===== config.mk =====
export PLATFORM = sky130hd
export DESIGN_NAME = iq_channel_emu
export DESIGN_NICKNAME = d
export VERILOG_FILES = /design/src/rtl/channel_emu_pkg.sv /design/src/rtl/channel_emu_lfsr.sv /design/src/rtl/iq_channel_emu.sv
export SDC_FILE = /design/constraint.sdc
export NUM_CORES = 1
export LEC_CHECK = 0
export CELL_PAD_IN_SITES_DETAIL_PLACEMENT = 0
export CELL_PAD_IN_SITES_GLOBAL_PLACEMENT = 1
export CORE_MARGIN = 3
export CORE_UTILIZATION = 56
export CTS_BUF_LIST = sky130_fd_sc_hd__clkbuf_16
export DETAILED_ROUTE_END_ITERATION = 7
export HOLD_SLACK_MARGIN = 0.03
export PLACE_DENSITY_LB_ADDON = 0.1
export SYNTH_ARGS = -nofsm -noshare
export SYNTH_HDL_FRONTEND = slang
export SYNTH_HIERARCHICAL = 1
export SYNTH_SLANG_ARGS = --single-unit

===== constraint.sdc =====
create_clock -name clk_32M768 -period 10.65 [get_ports clk_32M768]
set_input_delay 2.13 -clock clk_32M768 [delete_from_list [all_inputs] [get_ports clk_32M768]]
set_output_delay 2.13 -clock clk_32M768 [all_outputs]
set_load 0.02 [all_outputs]

===== src/rtl/channel_emu_pkg.sv =====
// Shared definitions for the IQ loopback channel emulator: rotation
// encodings, LFSR polynomial, default seed and a generic clamp helper.
package channel_emu_pkg;

  typedef enum logic [1:0] {
    ROT_0   = 2'd0,
    ROT_P90 = 2'd1,
    ROT_180 = 2'd2,
    ROT_M90 = 2'd3
  } rot_e;

  // Right-shifting Galois mask for x^16 + x^14 + x^13 + x^11 + 1
  localparam logic [15:0] LFSR_TAPS    = 16'hB400;
  localparam logic [15:0] DEFAULT_SEED = 16'hACE1;

  // Clamp a signed value into the range of a w-bit two's complement number
  function automatic logic signed [31:0] saturate(input logic signed [31:0] x,
                                                  input int unsigned w);
    logic signed [31:0] hi;
    logic signed [31:0] lo;
    hi = (32'sd1 <<< (w - 1)) - 32'sd1;
    lo = -(32'sd1 <<< (w - 1));
    if (x > hi) return hi;
    if (x < lo) return lo;
    return x;
  endfunction

endpackage


===== src/rtl/channel_emu_lfsr.sv =====
// Noise source for the channel emulator: a 16-bit Galois LFSR stepped once
// per sample strobe, with the low byte feeding I and the high byte feeding Q.
// Each byte is scaled down to k bits and re-centred around zero.
module channel_emu_lfsr
  import channel_emu_pkg::*;
#(
  parameter int          NOISE_W = 6,
  parameter logic [15:0] SEED    = DEFAULT_SEED
) (
  input  logic              i_clk,
  input  logic              i_rst,
  input  logic              i_ce,
  input  logic [3:0]        i_amp,
  output logic signed [8:0] o_noise_I,
  output logic signed [8:0] o_noise_Q
);

  logic [15:0]       r_lfsr;
  logic [3:0]        w_k;
  logic [8:0]        w_half;
  logic signed [8:0] w_noise [2];

  // Advance the LFSR one step per sample strobe
  always_ff @(posedge i_clk or posedge i_rst) begin
    if (i_rst) begin
      r_lfsr <= SEED;
    end else if (i_ce) begin
      r_lfsr <= r_lfsr[0] ? ((r_lfsr >> 1) ^ LFSR_TAPS) : (r_lfsr >> 1);
    end
  end

  // Requested noise width is limited to what the build allows
  assign w_k    = (i_amp > 4'(NOISE_W)) ? 4'(NOISE_W) : i_amp;
  // Centring offset 2^(k-1); k=0 shifts the byte out entirely and needs none
  assign w_half = (w_k == 4'd0) ? 9'd0 : (9'd1 << (w_k - 4'd1));

  genvar gi;
  generate
    for (gi = 0; gi < 2; gi++) begin : g_chan
      logic [8:0] w_byte;
      assign w_byte      = {1'b0, r_lfsr[8*gi +: 8]};
      assign w_noise[gi] = $signed((w_byte >> (4'd8 - w_k)) - w_half);
    end
  endgenerate

  assign o_noise_I = w_noise[0];
  assign o_noise_Q = w_noise[1];

endmodule


===== src/rtl/iq_channel_emu.sv =====
// Baseband loopback channel model between Tx DAC and Rx ADC samples.
// Pipeline per sample strobe: rotation -> gain/noise/offset/clamp ->
// programmable delay line -> registered ADC outputs.
// Optional build macro CHANNEL_EMU_SAT_CNT_EN adds a saturating counter of
// clipped samples on sat_count; without it sat_count is constant zero.
module iq_channel_emu
  import channel_emu_pkg::*;
#(
  parameter int          DATA_W      = 12,
  parameter int          DELAY_DEPTH = 16,
  parameter int          NOISE_W     = 6,
  parameter logic [15:0] LFSR_SEED   = 16'hACE1
) (
  input  logic                           clk_32M768,
  input  logic                           rst_32M768,
  input  logic                           ce,
  input  logic signed [DATA_W-1:0]       din_I,
  input  logic signed [DATA_W-1:0]       din_Q,
  input  logic                           din_valid,
  input  logic [1:0]                     ROT_CTRL,
  input  logic [3:0]                     GAIN,
  input  logic [3:0]                     NOISE_AMP,
  input  logic signed [7:0]              DC_OFFSET,
  input  logic [$clog2(DELAY_DEPTH)-1:0] DELAY_CNT,
  input  logic                           sat_clr,
  output logic signed [DATA_W-1:0]       ADC_I,
  output logic signed [DATA_W-1:0]       ADC_Q,
  output logic                           ADC_valid,
  output logic                           sat_flag,
  output logic [15:0]                    sat_count
);

  localparam int          AW       = $clog2(DELAY_DEPTH);
  // Working width for gain, noise and offset: wide enough that nothing wraps
  localparam int          SW       = DATA_W + 7;
  localparam logic [15:0] SEED_EFF = (LFSR_SEED == 16'h0) ? DEFAULT_SEED : LFSR_SEED;

  // Negation that maps the most negative code to the most positive one
  function automatic logic signed [DATA_W-1:0] neg_sat(input logic signed [DATA_W-1:0] x);
    logic signed [DATA_W-1:0] min_v;
    min_v = {1'b1, {(DATA_W-1){1'b0}}};
    return (x == min_v) ? ~x : -x;
  endfunction

  // Channel index 0 carries I, index 1 carries Q throughout
  logic signed [DATA_W-1:0] w_rot   [2];
  logic signed [DATA_W-1:0] r_rot   [2];
  logic                     r_v1;
  logic signed [DATA_W-1:0] w_res   [2];
  logic                     w_clip_ch [2];
  logic signed [DATA_W-1:0] r_s2    [2];
  logic                     r_v2;
  logic                     w_clip;
  logic signed [8:0]        w_noise [2];
  logic signed [SW-1:0]     w_gain_ext;

  logic [2*DATA_W-1:0]      r_mem [DELAY_DEPTH];
  logic [DELAY_DEPTH-1:0]   r_mem_v;
  logic [AW-1:0]            r_wp;
  logic [AW-1:0]            w_rd;
  logic                     w_sel_v;
  logic [2*DATA_W-1:0]      w_sel_data;

  logic signed [DATA_W-1:0] r_adc_I;
  logic signed [DATA_W-1:0] r_adc_Q;
  logic                     r_adc_valid;
  logic                     r_sat_flag;

  channel_emu_lfsr #(
    .NOISE_W (NOISE_W),
    .SEED    (SEED_EFF)
  ) u_lfsr (
    .i_clk     (clk_32M768),
    .i_rst     (rst_32M768),
    .i_ce      (ce),
    .i_amp     (NOISE_AMP),
    .o_noise_I (w_noise[0]),
    .o_noise_Q (w_noise[1])
  );

  // Quarter-turn rotation of the incoming Tx sample
  always_comb begin
    w_rot[0] = din_I;
    w_rot[1] = din_Q;
    case (ROT_CTRL)
      ROT_P90: begin w_rot[0] = neg_sat(din_Q); w_rot[1] = din_I;          end
      ROT_180: begin w_rot[0] = neg_sat(din_I); w_rot[1] = neg_sat(din_Q); end
      ROT_M90: begin w_rot[0] = din_Q;          w_rot[1] = neg_sat(din_I); end
      default: begin w_rot[0] = din_I;          w_rot[1] = din_Q;          end
    endcase
  end

  // Stage 1: register the rotated sample and its valid bit
  always_ff @(posedge clk_32M768 or posedge rst_32M768) begin
    if (rst_32M768) begin
      r_rot[0] <= '0;
      r_rot[1] <= '0;
      r_v1     <= 1'b0;
    end else if (ce) begin
      r_rot[0] <= w_rot[0];
      r_rot[1] <= w_rot[1];
      r_v1     <= din_valid;
    end
  end

  assign w_gain_ext = SW'($signed({1'b0, GAIN}));

  genvar gi;
  generate
    for (gi = 0; gi < 2; gi++) begin : g_arith
      logic signed [SW-1:0] w_prod;
      logic signed [SW-1:0] w_sum;
      logic signed [31:0]   w_sum32;
      logic signed [31:0]   w_sat32;
      // Arithmetic shift floors, so the gain truncates toward -inf
      assign w_prod        = SW'(r_rot[gi]) * w_gain_ext;
      assign w_sum         = (w_prod >>> 2) + SW'(w_noise[gi]) + SW'(DC_OFFSET);
      assign w_sum32       = 32'(w_sum);
      assign w_sat32       = saturate(w_sum32, DATA_W);
      assign w_res[gi]     = w_sat32[DATA_W-1:0];
      assign w_clip_ch[gi] = (w_sat32 != w_sum32);
    end
  endgenerate

  // One clip event per valid sample, however many channels clamp
  assign w_clip = ce & r_v1 & (w_clip_ch[0] | w_clip_ch[1]);

  // Stage 2: register the scaled, noisy, offset and clamped sample
  always_ff @(posedge clk_32M768 or posedge rst_32M768) begin
    if (rst_32M768) begin
      r_s2[0] <= '0;
      r_s2[1] <= '0;
      r_v2    <= 1'b0;
    end else if (ce) begin
      r_s2[0] <= w_res[0];
      r_s2[1] <= w_res[1];
      r_v2    <= r_v1;
    end
  end

  // Sticky clip flag; a clip in the same clock as a clear takes priority
  always_ff @(posedge clk_32M768 or posedge rst_32M768) begin
    if (rst_32M768) begin
      r_sat_flag <= 1'b0;
    end else if (w_clip) begin
      r_sat_flag <= 1'b1;
    end else if (sat_clr) begin
      r_sat_flag <= 1'b0;
    end
  end

  // Delay-line sample storage, kept free of reset so it maps onto RAM
  always_ff @(posedge clk_32M768) begin
    if (ce) begin
      r_mem[r_wp] <= {r_s2[0], r_s2[1]};
    end
  end

  // Delay-line valid bits and write pointer, cleared so stale data never escapes
  always_ff @(posedge clk_32M768 or posedge rst_32M768) begin
    if (rst_32M768) begin
      r_mem_v <= '0;
      r_wp    <= '0;
    end else if (ce) begin
      r_mem_v[r_wp] <= r_v2;
      r_wp          <= r_wp + 1'b1;
    end
  end

  // Zero extra delay bypasses the buffer; otherwise read DELAY_CNT entries back
  always_comb begin
    w_rd       = r_wp - DELAY_CNT;
    w_sel_v    = r_v2;
    w_sel_data = {r_s2[0], r_s2[1]};
    if (DELAY_CNT != '0) begin
      w_sel_v    = r_mem_v[w_rd];
      w_sel_data = r_mem[w_rd];
    end
  end

  // Output register: invalid slots present as zero
  always_ff @(posedge clk_32M768 or posedge rst_32M768) begin
    if (rst_32M768) begin
      r_adc_I     <= '0;
      r_adc_Q     <= '0;
      r_adc_valid <= 1'b0;
    end else if (ce) begin
      r_adc_I     <= w_sel_v ? w_sel_data[2*DATA_W-1:DATA_W] : '0;
      r_adc_Q     <= w_sel_v ? w_sel_data[DATA_W-1:0]        : '0;
      r_adc_valid <= w_sel_v;
    end
  end

  assign ADC_I     = r_adc_I;
  assign ADC_Q     = r_adc_Q;
  assign ADC_valid = r_adc_valid;
  assign sat_flag  = r_sat_flag;

`ifdef CHANNEL_EMU_SAT_CNT_EN
  logic [15:0] r_sat_count;

  // Count clipped samples, sticking at full scale; only reset clears it
  always_ff @(posedge clk_32M768 or posedge rst_32M768) begin
    if (rst_32M768) begin
      r_sat_count <= '0;
    end else if (w_clip && (r_sat_count != 16'hFFFF)) begin
      r_sat_count <= r_sat_count + 16'd1;
    end
  end

  assign sat_count = r_sat_count;
`else
  assign sat_count = 16'h0000;
`endif

endmodule


== Word-level counts from Yosys, hierarchy flattened ==
Memory sizes are Yosys's and may differ from the RTL's.
Index checks and enable logic that the tools add are counted.

* Bitwise gates (word level): 6
* Reduce and logical (&&, ||, !) cells: 4
* Eq/ne operators: 7
* Multipliers: 2
* Order comparisons: 8
* Multiplexer cells: 33
* Shift operators: 3
* Add/subtract/negate cells: 12

{| class="wikitable"
|+ Operator list
! cell !! number
|-
| $mux 32 || 8
|-
| $pmux 24 s3 || 1
|-
| $ne 32x17->1 || 2
|-
| $mux 12 || 4
|-
| $add 16x8->17 || 2
|-
| $gt 17x12->1 const B || 2
|-
| $lt 17x12->1 const B || 2
|-
| $mul 12x5->17 || 2
|-
| $add 15x9->16 || 2
|-
| $eq 12x12->1 const B || 2
|-
| $mux 24 || 1
|-
| $neg 12->12 || 2
|-
| $not 12->12 || 2
|-
| $shr 8x4->9 || 2
|-
| $sub 9x9->9 || 2
|-
| $bwmux 16 || 1
|-
| $mux 16 || 1
|-
| $mux 1 || 13
|-
| $lt 4x5->1 const B || 2
|-
| $mux 9 || 1
|-
| $shl 1x4->9 const A || 1
|-
| $add 4x1->4 const B || 1
|-
| $bmux 1 s4 || 1
|-
| $demux 1 s4 || 1
|-
| 15 further kinds || 17
|}

* Memories kept: 1
* Bits in writable memories: 384
* Input port bits: 51
* Bits in registers: 112
* Output and inout bits: 42
* Word-level logic and storage cells: 89

{| class="wikitable"
|+ Memories
! memory !! depth !! bits a word !! read ports !! clocked after memory_dff !! write ports !! RTL line !! source
|-
| r_mem || 16 || 24 || 1 || 0 || 1 || iq_channel_emu.sv:57 || <nowiki>logic [2*DATA_W-1:0] r_mem [DELAY_DEPTH];</nowiki>
|}

== Depth between registers and ports, before layout ==
* Depth in word-level cells: 17
* Mapped depth: 33

== Modules after synthesis ==
The synthesis kept the hierarchy.

{| class="wikitable"
|+ Modules (own cells, without submodules)
! module !! instances !! area each (µm²) !! sequential area each (µm²) !! cells each
|-
| iq_channel_emu || 1 || 25891.1 || 13933.4 || 1940
|-
| channel_emu_lfsr || 1 || 1876.8 || 410.4 || 200
|}

== Worst setup path before layout ==
No wires, ideal clock.

* Path type: in2reg
* Start point: in GAIN[3]
* End point: reg r_sat_flag, in the netlist sat_flag
* Arrival: 8258 ps
* Required time: 10560 ps
* Slack: 2301 ps
* Stages on the path: 32
* Library setup time: 90 ps
* Path through: clkbuf_1 -> and2_1 -> ha_1 -> inv_1 -> fa_1 -> fa_1 -> inv_1 -> ha_1 -> a21o_1 -> a21oi_1 -> o21bai_1 -> a21oi_1 -> inv_1 -> a21oi_1 -> inv_1 -> a21oi_1 -> xor2_1 -> fa_1 -> inv_1 -> ha_1 -> nor3_1 -> o2111ai_1 -> a31o_2 -> a21oi_1 -> xnor2_1 -> nand3_1 -> or2_2 -> or3_1 -> ha_1 -> clkbuf_1 -> nand3_1 -> o221ai_1

* Word-level cells in the longest chain between the ends: 12
* Elaborated cells between the ends (all ways): 28

{| class="wikitable"
|+ RTL lines
! what !! RTL line !! source
|-
| start: declaration || iq_channel_emu.sv:21 || <nowiki>input logic [3:0] GAIN,</nowiki>
|-
| $mul 12x5->17 || iq_channel_emu.sv:116 || <nowiki>assign w_prod = SW'(r_rot[gi]) * w_gain_ext;</nowiki>
|-
| $add 15x9->16 || iq_channel_emu.sv:117 || <nowiki>assign w_sum = (w_prod >>> 2) + SW'(w_noise[gi]) + SW'(DC_OFFSET);</nowiki>
|-
| $add 16x8->17 || iq_channel_emu.sv:117 ||
|-
| $lt 17x12->1 || channel_emu_pkg.sv:24 || <nowiki>if (x < lo) return lo;</nowiki>
|-
| $mux 1 (2 in a row) || channel_emu_pkg.sv:24 ||
|-
| $mux 32 || channel_emu_pkg.sv:25 || <nowiki>return x;</nowiki>
|-
| $mux 32 || channel_emu_pkg.sv:24 ||
|-
| $ne 32x17->1 || iq_channel_emu.sv:121 || <nowiki>assign w_clip_ch[gi] = (w_sat32 != w_sum32);</nowiki>
|-
| $or 1x1->1 * || iq_channel_emu.sv:126 || <nowiki>assign w_clip = ce & r_v1 & (w_clip_ch[0] | w_clip_ch[1]);</nowiki>
|-
| $and 1x1->1 * || iq_channel_emu.sv:126 ||
|-
| $mux 1 / $reduce_bool 2->1 (equally long branches) || -- ||
|-
| end signal: assignment || iq_channel_emu.sv:144 || <nowiki>r_sat_flag <= 1'b0;</nowiki>
|-
| end signal: assignment || iq_channel_emu.sv:146 || <nowiki>r_sat_flag <= 1'b1;</nowiki>
|-
| end signal: assignment || iq_channel_emu.sv:148 || <nowiki>r_sat_flag <= 1'b0;</nowiki>
|-
| end: declaration || iq_channel_emu.sv:67 || <nowiki>logic r_sat_flag;</nowiki>
|}

Every way passes the cells marked *; elsewhere a longest branch is shown, timed or not. The select of a mux whose other input is x is not followed.
A chain may end at the register's enable or synchronous reset.

== Worst setup path after layout ==
* Start point: in GAIN[2]
* End point: reg r_s2[14] in the netlist's numbering

* Word-level cells in the longest chain between the ends: 8
* Elaborated cells between the ends (all ways): 11

{| class="wikitable"
|+ RTL lines
! what !! RTL line !! source
|-
| $mul 12x5->17 * || iq_channel_emu.sv:116 ||
|-
| $add 15x9->16 * || iq_channel_emu.sv:117 ||
|-
| $add 16x8->17 * || iq_channel_emu.sv:117 ||
|-
| $lt 17x12->1 || channel_emu_pkg.sv:24 ||
|-
| $mux 1 (2 in a row) || channel_emu_pkg.sv:24 ||
|-
| $mux 32 || channel_emu_pkg.sv:25 ||
|-
| $mux 32 * || channel_emu_pkg.sv:24 ||
|-
| end: declaration || iq_channel_emu.sv:51 || <nowiki>logic signed [DATA_W-1:0] r_s2 [2];</nowiki>
|}

Marked as above.

==> flow_summary.ini <==
[route]
drt_wl_total_mm = 63.8
drt-wirelength-per-cell_um = 22.0
first_pass_iters = 5
vias = 17370
routed_via_density = 5.99
drtIter0Drc = 1354
drc = 0
ant_nets = 0

[timing]
worst_pin_slew_ps = 976
fin_tns_setup_ps = 0
finalCriticalPeriod_ps = 9290
rsz0062_at_grt = no
fin_crit_sh = 0.873
max_freq_mhz = 108
final_max_slew_viol_count = 0
slew_headroom = 0.349
setup_viol_count_final = 0
finalHoldViolCount = 0
worst_slack_ps = 1360
clock_skew_ps = 25.6

[placed_design]
numPortBuffers = 76
place_ws_ps = 784
postPlaceCellArea_um2 = 29200
hpwlAfterDp_mm = 40.2
place_congestion = 0.884

[cts]
clk_path_buf_depth = 3
clock_latency_ps = 590
cts_hold_buf = 0
clkTransAtPathRegs_ps = 60
cts_setup_buffers = 0
cts.sinks = 496
cts-root-buf = clkbuf_16
cts_resized = 0
htree_levels = 2
cts_tree = built
cts_made_buffers = 50

[finish]
post-route-util = 0.638
area_delta_synth_final_pct = 11.0
final_common_cell = edfxtp_1
drive_gt1_frac = 0.138
final_nets = 2463
final_cell_mix = edfxtp_1 (384), inv_1 (208), nand2_1 (132)
final_area_um2 = 30800
n_antenna_cell = 0
fill_cells = 3695

[global_routing]
gr-total-overflow = 0
antenna_found_initial = 1
globalRouteTotalUtil = 0.248
grt_max_degree = 69
grt_pass1_wl_mm = 101
grt_pass1_vias = 17691

[synthesis]
ys_ff_latch = 496
synth.avg_cell_area_um2 = 13.0
synth_top_flop_cell = edfxtp_1
seq_area_frac_synth = 0.517
synth_area_um2 = 27800
synth-warning-count = 6
async_reset_ff_frac = 0.226
synth_edf_count = 384
yosys.cell_types.count = 87
syn-instance-count = 2140

[worst_setup_path]
critPathMaxFanout = 24
crit_arrival_ps = 9720
startpoint_type = input port
ff2ff_path_depth = 29
reg2reg_slack_ps = 3460
required_ps = 11080
reg2reg_from = r_rot[14]
crit_type = in -> reg
worstReg2RegEnd = r_s2[14]
crit_path_top_delay_cell = clkdlybuf4s50_1
crit_path_max_incr_delay_ps = 820
cp-end-kind = flop
cp_common_cell = a21oi_1

[floorplanning]
dieArea_um2 = 52300
die_h_um = 229
core_um2 = 48300
pin_count = 93
rows = 80
initial_core_util = 0.574
die_w_um = 229

[run_status]
status = complete, no violations

[hold_path]
min_from = r_mem_v[0]
hp-class = reg -> reg
whs_path_depth = 1
whs_endpoint = r_mem_v[0]

[job]
drv_cap = 0
## critical path: cells and delay by family
family / cells / cell delay [ps]
compound gates: 11 / 2020
xor+xnor: 2 / 390
fa+ha+maj: 7 / 2930
buf+inv: 5 / 1090
simple gates: 5 / 1150
## final cells by class
cell class	instances	area [um^2]	area share
clock buffer	52	1300	0.0422
multi-input combinational	1346	12300	0.398
clock inverter	42	350	0.0114
tap	656	821	0.0266
timing repair buffer	105	988	0.0321
inverter	204	771	0.0250
sequential	496	14300	0.465
## cell families after synthesis
| kind of cell | after synthesis | synth area share |
|---|---|---|
| buffers and inverters | 313 | 0.0462 |
| flip-flops | 496 | 0.517 |
| XOR/XNOR | 94 | 0.0302 |
| AO/OA/AOI/OAI | 380 | 0.0910 |
| multiplexers | 170 | 0.110 |
| adder cells (fa/ha/maj) | 209 | 0.117 |
| AND/OR/NAND/NOR | 477 | 0.0887 |
| other | 1 | 0.000135 |
## layer usage
| metal | vias to the layer above | GRT usage | share of wire |
|---|---|---|---|
| met2 | 521 | 0.422 | 0.50 |
| met3 | 103 | 0.0283 | 0.060 |
| met1 | 8819 | 0.340 | 0.42 |
| met4 | 0 | 0.0728 | 0.025 |
| li1 | 7927 | - | - |
| met5 | - | 0 | 0 |
## sequential cells by signal (all words and copies together) (netlist names)
| name | cells |
|---|---|
| ADC_I | 12 |
| r_v2 | 1 |
| u_lfsr/r_lfsr | 16 |
| r_s2 | 24 |
| r_rot | 24 |
| r_v1 | 1 |
| sat_flag | 1 |
| ADC_valid | 1 |
| ADC_Q | 12 |
| r_wp | 4 |
| r_mem | 384 |
| r_mem_v | 16 |
## stage by stage
| stage | instances | hold slack, ps |
|---|---|---|
| floorplan | 2155 | 475 |
| global placement | 2807 | 485 |
| detailed placement | 2807 | 494 |
| CTS | 2901 | 508 |
| global route | 2901 | 528 |
| finish | 2901 | 505 |
## cell usage after synthesis (all sizes together) (7+ instances only)
master,n,area share
o21a,20,0.0054
nand2,132,0.018
or2,8,0.0018
a211oi,36,0.0099
inv,204,0.028
clkbuf,65,0.0088
nand2b,9,0.0020
a311oi,27,0.0085
a21oi,113,0.021
edfxtp,384,0.42
or3,10,0.0024
o21ai,53,0.0097
and2,125,0.028
xor2,37,0.012
nor2,99,0.013
o211ai,13,0.0039
nand3,22,0.0040
mux2,44,0.018
mux2i,22,0.0079
xnor2,57,0.019
fa,85,0.061
mux4,104,0.084
a21o,15,0.0041
and3,14,0.0032
nor4,7,0.0028
a31oi,11,0.0027
nor3,21,0.0042
o22ai,28,0.0063
o21bai,13,0.0035
dfrtp,104,0.094
ha,124,0.056
buf,44,0.0097
dfstp,8,0.0076
## worst max path at each step
stage                       start        to  depth (start not counted)
after floorplan           GAIN[3]  sat_flag                         32
after global placement    GAIN[3]  sat_flag                         31
after detailed placement  GAIN[3]  sat_flag                         31
after CTS                 GAIN[3]  sat_flag                         31
after global routing      GAIN[2]  r_s2[14]                         32
final                     GAIN[2]  r_s2[14]                         30
Power is left out: the tool's default activity adds up to more than one toggle a clock period on the data nets, which glitch-free logic cannot reach.
